`config.mk`:
```
export PLATFORM = sky130hd
export DESIGN_NAME = mcs51_serial
export DESIGN_NICKNAME = d
export VERILOG_FILES = /design/src/rtl/mcs51_serial.sv
export SDC_FILE = /design/constraint.sdc
export NUM_CORES = 1
export LEC_CHECK = 0
export CORE_ASPECT_RATIO = 1.1
export CORE_MARGIN = 4
export CORE_UTILIZATION = 50
export DETAILED_ROUTE_END_ITERATION = 12
export PLACE_DENSITY = 0.76
export SYNTH_ARGS = -nofsm -noshare
export SYNTH_HDL_FRONTEND = slang
export SYNTH_SLANG_ARGS = --single-unit
```
`constraint.sdc`:
```
create_clock -name clk -period 2.05 [get_ports clk]
set_input_delay 0.3075 -clock clk [delete_from_list [all_inputs] [get_ports clk]]
set_output_delay 0.3075 -clock clk [all_outputs]
set_load 0.005 [all_outputs]
```
`src/rtl/mcs51_serial.sv`:
```
// MCS-51 serial port (SCON/SBUF at 0x98/0x99) as an SFR-bus responder, mode 1 only.
// Handshake: sfr_we is a single-cycle write strobe; reads are combinational on sfr_addr.
module mcs51_serial #(
  parameter int OVERSAMPLE  = 16,
  parameter int SYNC_STAGES = 2
) (
  input  logic       clk,
  input  logic       rst,
  input  logic [7:0] sfr_addr,
  input  logic       sfr_we,
  input  logic [7:0] sfr_wdata,
  output logic [7:0] sfr_rdata,
  output logic       sfr_hit,
  input  logic       baud_tick,
  input  logic       rxd,
  output logic       txd,
  output logic       ser_irq,
  output logic       rx_overrun
);

  localparam logic [7:0] SCON_ADDR = 8'h98;
  localparam logic [7:0] SBUF_ADDR = 8'h99;
  localparam int CW = $clog2(OVERSAMPLE);
  localparam logic [CW-1:0] CNT_LAST = CW'(OVERSAMPLE - 1);
  localparam logic [CW-1:0] CNT_MID  = CW'(OVERSAMPLE / 2);

  localparam logic [1:0] ST_IDLE  = 2'd0;
  localparam logic [1:0] ST_START = 2'd1;
  localparam logic [1:0] ST_DATA  = 2'd2;
  localparam logic [1:0] ST_STOP  = 2'd3;

  logic [7:0]             scon;
  logic [7:0]             scon_next;
  logic [7:0]             rx_sbuf;
  logic [1:0]             tx_state;
  logic [CW-1:0]          tx_cnt;
  logic [2:0]             tx_bit;
  logic [7:0]             tx_shift;
  logic [1:0]             rx_state;
  logic [CW-1:0]          rx_cnt;
  logic [CW-1:0]          rx_cnt_next;
  logic [2:0]             rx_bit;
  logic [7:0]             rx_shift;
  logic [SYNC_STAGES-1:0] sync;
  logic                   rx_s;
  logic                   rx_prev;
  logic                   rx_fall;
  logic                   mode1;
  logic                   rx_en;
  logic                   scon_wr;
  logic                   sbuf_wr;
  logic                   tx_bit_end;
  logic                   ti_set;
  logic                   rx_mid;
  logic                   rx_stop_mid;
  logic                   rx_accept;
  logic                   rx_drop_ovr;

  assign mode1   = (scon[7:6] == 2'b01);
  assign rx_en   = mode1 && scon[4];
  assign scon_wr = sfr_we && (sfr_addr == SCON_ADDR);
  assign sbuf_wr = sfr_we && (sfr_addr == SBUF_ADDR);

  always_comb begin
    sfr_rdata = 8'h00;
    sfr_hit   = 1'b0;
    case (sfr_addr)
      SCON_ADDR: begin
        sfr_rdata = scon;
        sfr_hit   = 1'b1;
      end
      SBUF_ADDR: begin
        sfr_rdata = rx_sbuf;
        sfr_hit   = 1'b1;
      end
      default: ;
    endcase
  end

  assign ser_irq = scon[1] | scon[0];

  // Transmitter
  assign tx_bit_end = baud_tick && (tx_cnt == CNT_LAST);
  assign ti_set     = mode1 && (tx_state == ST_DATA) && tx_bit_end && (tx_bit == 3'd7);

  always_comb begin
    txd = 1'b1;
    case (tx_state)
      ST_START: txd = 1'b0;
      ST_DATA:  txd = tx_shift[0];
      default:  txd = 1'b1;
    endcase
  end

  always_ff @(posedge clk) begin
    if (rst) begin
      tx_state <= ST_IDLE;
      tx_cnt   <= '0;
      tx_bit   <= '0;
      tx_shift <= '0;
    end else if (!mode1) begin
      tx_state <= ST_IDLE;
      tx_cnt   <= '0;
      tx_bit   <= '0;
    end else begin
      case (tx_state)
        ST_IDLE: begin
          if (sbuf_wr) begin
            tx_shift <= sfr_wdata;
            tx_cnt   <= '0;
            tx_bit   <= '0;
            tx_state <= ST_START;
          end
        end
        ST_START: begin
          if (baud_tick) tx_cnt <= tx_cnt + CW'(1);
          if (tx_bit_end) tx_state <= ST_DATA;
        end
        ST_DATA: begin
          if (baud_tick) tx_cnt <= tx_cnt + CW'(1);
          if (tx_bit_end) begin
            tx_shift <= {1'b0, tx_shift[7:1]};
            tx_bit   <= tx_bit + 3'd1;
            if (tx_bit == 3'd7) tx_state <= ST_STOP;
          end
        end
        default: begin
          if (baud_tick) tx_cnt <= tx_cnt + CW'(1);
          if (tx_bit_end) tx_state <= ST_IDLE;
        end
      endcase
    end
  end

  // Receiver: synchronizer idles high so reset never looks like a start edge
  assign rx_s    = sync[SYNC_STAGES-1];
  assign rx_fall = rx_prev && !rx_s;

  always_ff @(posedge clk) begin
    if (rst) begin
      sync    <= '1;
      rx_prev <= 1'b1;
    end else begin
      sync    <= {sync[SYNC_STAGES-2:0], rxd};
      rx_prev <= rx_s;
    end
  end

  // Counter wraps at OVERSAMPLE; the sample point is the tick that brings it to the middle
  assign rx_cnt_next = rx_cnt + CW'(1);
  assign rx_mid      = baud_tick && (rx_cnt_next == CNT_MID);
  assign rx_stop_mid = rx_en && (rx_state == ST_STOP) && rx_mid;
  assign rx_accept   = rx_stop_mid && !scon[0] && (!scon[5] || rx_s);
  assign rx_drop_ovr = rx_stop_mid && scon[0];

  always_ff @(posedge clk) begin
    if (rst) begin
      rx_state <= ST_IDLE;
      rx_cnt   <= '0;
      rx_bit   <= '0;
      rx_shift <= '0;
    end else if (!rx_en) begin
      rx_state <= ST_IDLE;
      rx_cnt   <= '0;
      rx_bit   <= '0;
    end else begin
      case (rx_state)
        ST_IDLE: begin
          if (rx_fall) begin
            rx_cnt   <= '0;
            rx_bit   <= '0;
            rx_state <= ST_START;
          end
        end
        ST_START: begin
          if (baud_tick) rx_cnt <= rx_cnt_next;
          if (rx_mid) begin
            rx_bit   <= '0;
            rx_state <= rx_s ? ST_IDLE : ST_DATA;
          end
        end
        ST_DATA: begin
          if (baud_tick) rx_cnt <= rx_cnt_next;
          if (rx_mid) begin
            rx_shift <= {rx_s, rx_shift[7:1]};
            rx_bit   <= rx_bit + 3'd1;
            if (rx_bit == 3'd7) rx_state <= ST_STOP;
          end
        end
        default: begin
          if (baud_tick) rx_cnt <= rx_cnt_next;
          if (rx_mid) rx_state <= ST_IDLE;
        end
      endcase
    end
  end

  // CPU write lands first, hardware flag sets are ORed on top so they win a collision
  always_comb begin
    scon_next = scon;
    if (scon_wr) scon_next = sfr_wdata;
    if (ti_set) scon_next[1] = 1'b1;
    if (rx_accept) begin
      scon_next[0] = 1'b1;
      scon_next[2] = rx_s;
    end
  end

  always_ff @(posedge clk) begin
    if (rst) begin
      scon       <= 8'h00;
      rx_sbuf    <= 8'h00;
      rx_overrun <= 1'b0;
    end else begin
      scon       <= scon_next;
      rx_overrun <= rx_drop_ovr;
      if (rx_accept) rx_sbuf <= rx_shift;
    end
  end

endmodule

```
Yosys cells after proc, flatten, opt, wreduce, memory -nomap -nowiden
Index checks and enable logic that the tools add are counted.

Add/subtract/negate cells: 4. Eq/ne operators: 20. Mux-type cells: 36. Bitwise gates (word level): 3. Reduce and logical (&&, ||, !) cells: 39.

Operators with widths (number): case mux 8 bit (2 select lines) (2); 2-to-1 mux 4 bit (6); 2-to-1 mux 2 bit (11); 2-to-1 mux 3 bit (6); == test 8 bit (second input constant) (2); 2-to-1 mux 8 bit (2); logical AND 1 bit (14); != test 2 bit (second input constant) (7); nonzero test 2 bit (7); case mux 2 bit (3 select lines) (2); AND reduction 5 bit (2); case mux 3 bit (3 select lines) (1); adder 4 x 1 -> 4 bit (second input constant) (2); == test 4 bit (second input constant) (2); AND reduction 4 bit (2); adder 3 x 1 -> 3 bit (second input constant) (2); == test 2 x 1 -> 1 bit (second input constant) (3); == test 2 bit (second input constant) (3); == test 3 bit (second input constant) (2); case mux 3 bit (2 select lines) (1); AND reduction 3 bit (2); OR reduction 2 bit (3); logical NOT 2 bit (2); 2-to-1 mux 1 bit (4); 8 further kinds (12).

Register bits: 54. Input bits: 21. Output and inout port bits: 12. Word-level logic and storage cells: 117.

Depth between registers and ports, before layout
Depth after elaboration: 7. Mapped depth: 7. Mapped depth without buffers: 6.

Least setup slack after synthesis
No wires, ideal clock.

Path kind: register -> register. From: register rx_cnt[0]. To: register rx_sbuf[0]. Library setup time: 72 ps. Arrival: 1608 ps. Required time: 1978 ps. Setup slack: 370 ps. Cell stages (with the launch flop): 7. Path buffers: 1. Clock period less this slack: 1680 ps. Path through: dfxtp_1 ha_1 nor2_1 and4_1 clkbuf_1 o211ai_4 mux2i_1.

Cells in the longest elaborated chain, start to end: 6.

RTL lines: from (decl) (RTL line 40) `logic [CW-1:0] rx_cnt;`; from (signal assigned) (RTL line 176) `if (baud_tick) rx_cnt <= rx_cnt_next;`; from (signal assigned) (RTL line 183) `if (baud_tick) rx_cnt <= rx_cnt_next;`; from (signal assigned) (RTL line 191) `if (baud_tick) rx_cnt <= rx_cnt_next;`; adder 4 x 1 -> 4 bit (RTL line 150) `assign rx_cnt_next = rx_cnt + CW'(1);`; == test 4 bit (RTL line 151) `assign rx_mid = baud_tick && (rx_cnt_next == CNT_MID);`; logical AND 1 bit (RTL line 151); logical AND 1 bit (RTL line 152) `assign rx_stop_mid = rx_en && (rx_state == ST_STOP) && rx_mid;`; logical AND 1 bit (2 in series) (RTL line 153) `assign rx_accept = rx_stop_mid && !scon[0] && (!scon[5] || rx_s);`; to (signal assigned) (RTL line 217) `if (rx_accept) rx_sbuf <= rx_shift;`; to (decl) (RTL line 34) `logic [7:0] rx_sbuf;`.

No other way between the ends. A chain may end at the register's enable or synchronous reset.

Final worst setup path
From: input sfr_addr[7]. To: output sfr_hit.

Cells in the longest elaborated chain, start to end: 3. Elaborated cells on any way between the ends: 4. Classes of those cells: eq/ne: 2; mux: 1; reduce/logical: 1.

RTL lines: from (decl) (RTL line 9) `input logic [7:0] sfr_addr,`; == test 8 bit (RTL line 67) `case (sfr_addr)`; OR reduction 2 bit (no source line) (*); 2-to-1 mux 1 bit (*) (RTL line 67); to (decl) (RTL line 13) `output logic sfr_hit,`.

Every way passes the cells marked *; elsewhere a longest branch is shown, timed or not.

==> impl_metrics.tcl <==
set metrics [dict create \
    num_io_pins 33 \
    dp_hpwl_um 4690 \
    critical_path.max_fanout 9 \
    ys_types 52 \
    clock_skew_ps 11.7 \
    dp_slack_ps -370 \
    cellLeakagePower_nw 1.52 \
    syn_nets 342 \
    synth-seq-cells 54 \
    drive_gt1_frac 0.188 \
    die_x_um 80.2 \
    most-common-layout-cells "53 x dfxtp_1, 39 x mux2i_1, 28 x nor2_1" \
    synth_cells 310 \
    port_buffers 32 \
    syn-cell-area_um2 2870 \
    start_util 0.524 \
    critPathMaxStageDelay_ps 480 \
    hold_viol 0 \
    wirelength_um 6280 \
    routabilityCongestion 0.881 \
    worstSetupStartpointType "primary input" \
    cp.arrival_ps 1630 \
    ant_nets 0 \
    period_share 0.943 \
    outcome "finished, final reports clean" \
    cts_sinks 54 \
    syn_avg_cell_area_um2 9.25 \
    firstDrtPassIters 4 \
    grt_usage 0.190 \
    ys_warn_count 0 \
    grt_pass1_wl_um 10700 \
    layout_commonest_cell "dfxtp_1" \
    met2_usage 0.328 \
    r2r_setup_slack_ps 140 \
    cts_buffers 5 \
    fillCellCount 496 \
    power_density_nw_per_um2 543 \
    clock_latency_ps 310 \
    cts_hold_buf 0 \
    coreArea_um2 5470 \
    critPathSlowestCell "clkdlybuf4s50_1" \
    grt_busiest_layer "met2" \
    vdd_drop_max_uv 517 \
    post_drt_wl_per_cell_um 14.6 \
    timing.final.ws_setup_ps 116 \
    finalCoreUtilization 0.645 \
    cts-root-buf "clkbuf_8" \
    drt-initial-drc-count 104 \
    cts-htree-levels 2 \
    cp_data_required_time_ps 1740 \
    die_area_um2 7010 \
    row_count 28 \
    nets 387 \
    gr-usage-met3 0.0383 \
    syn_to_final_growth_pct 23.0 \
    grt_pass1_vias 2393 \
    cts_tree "built" \
    crit_chain "clkdlybuf4s50_1 -> nor4bb_4 -> nand2_2 -> buf_12 -> inv_1 -> dlygate4sd2_1" \
    ys_seq_area_frac 0.377 \
    max_slew_margin 0.688 \
    worst_slew_pin_slew_ps 467 \
    viasPerCell 5.59 \
    final_max_slew_viol_count 0 \
    finalSetupViolations 0 \
    hp-class "reg2reg" \
    drc 0 \
    fin_tns_setup_ps 0 \
    clock.fmax_mhz 517 \
    use_met1 0.235 \
    drv_cap 0 \
    grt_setup_unrepaired "no" \
    antenna_cells 0 \
    cp-end-kind "output pin" \
    ys.flop_type "dfxtp_1" \
    crit_type "in2out" \
    num_vias 2409 \
    grt_max_degree 34 \
    die_y_um 87.4 \
    fin_crit_ps 1930 \
    synth_edf_count 0 \
    synthArstFlopShare 0 \
    clk_path_buf_depth 2 \
    grt_overflow 0 \
    path_clk_slew_ps 100 \
    antenna_found_initial 0 \
]
-- repair_timing --
| action | CTS | global route |
|---|---|---|
| endpoints found under the setup margin | 13 | 11 |
| buffers inserted | 0 | 2 |
| pin swaps | 1 | 1 |
| hold endpoints to repair | 0 | 0 |
| gates resized for setup | 14 | 20 |
-- state kept, by name, indices dropped and copies added (netlist names) --
register	flops
rx_sbuf	8
rx_shift	8
scon	8
tx_shift	8
rx_cnt	4
tx_cnt	4
rx_bit	3
tx_bit	3
rx_state	2
sync	2
tx_state	2
rx_overrun	1
rx_prev	1
-- per-stage QoR --
step,area [um2],hold slack (ps),std cells,total power [mW]
4_1_cts,3520,419,429,1.93
6_report,3530,419,431,1.91
2_1_floorplan,2870,389,310,1.12
3_5_place_dp,3390,394,421,1.19
5_1_grt,3530,449,431,1.98
3_3_place_gp,3390,392,421,1.19
-- cell families after synthesis --
family,count (synthesis),share of synthesized area
compound gates,66,0.167
fa+ha+maj,11,0.0480
buf+inv,28,0.0415
flops,54,0.377
mux,47,0.168
simple gates,104,0.199
-- cell type report --
type / instances / area (um2) / area share
multi-input cells: 228 / 1700 / 0.483
flip-flops and latches: 54 / 1080 / 0.307
repair buffers: 54 / 484 / 0.137
well taps: 75 / 93.8 / 0.0266
clock buffers: 5 / 68.8 / 0.0195
clock inverters: 3 / 48.8 / 0.0138
inverters: 12 / 45.0 / 0.0128
-- critical path, delay by kind of cell --
kind / cells / cell delay [ps]
buffers and inverters: 4 / 910
AND/OR/NAND/NOR: 2 / 410
-- final timing paths --
path | startpoint | endpoint | depth (start not counted)
max | sfr_addr[7] | sfr_hit | 6
min | sync[0] | sync[1] | 1
max reg2reg | tx_state[1] | tx_shift[0] | 6
min reg2reg | sync[0] | sync[1] | 1
-- where the power goes --
group          leakage [nW]  internal, mW  switching [mW]
Combinational          1.03        0.0713          0.0476
Sequential            0.436          1.05         0.00170
Clock                0.0563         0.372           0.371
-- synthesized netlist by cell type, drive strengths merged (4+ instances only) --
cell type / count / area share
a21oi: 19 / 0.033
a31oi: 4 / 0.0087
buf: 7 / 0.014
clkbuf: 9 / 0.012
dfxtp: 54 / 0.38
ha: 11 / 0.048
inv: 12 / 0.016
mux2: 8 / 0.031
mux2i: 39 / 0.14
nand2: 16 / 0.021
nand2b: 19 / 0.041
nand3: 12 / 0.021
nand4: 6 / 0.013
nor2: 28 / 0.037
o211ai: 4 / 0.015
o21ai: 18 / 0.035
or2: 5 / 0.011
-- layer usage --
metal	wire length, um	up-vias	part of all wire
met5	0	-	0
met4	118	0	0.019
met3	215	10	0.034
met2	3090	45	0.49
met1	2860	1148	0.46
li1	-	1206	-
(Power assumes the default switching activity.)
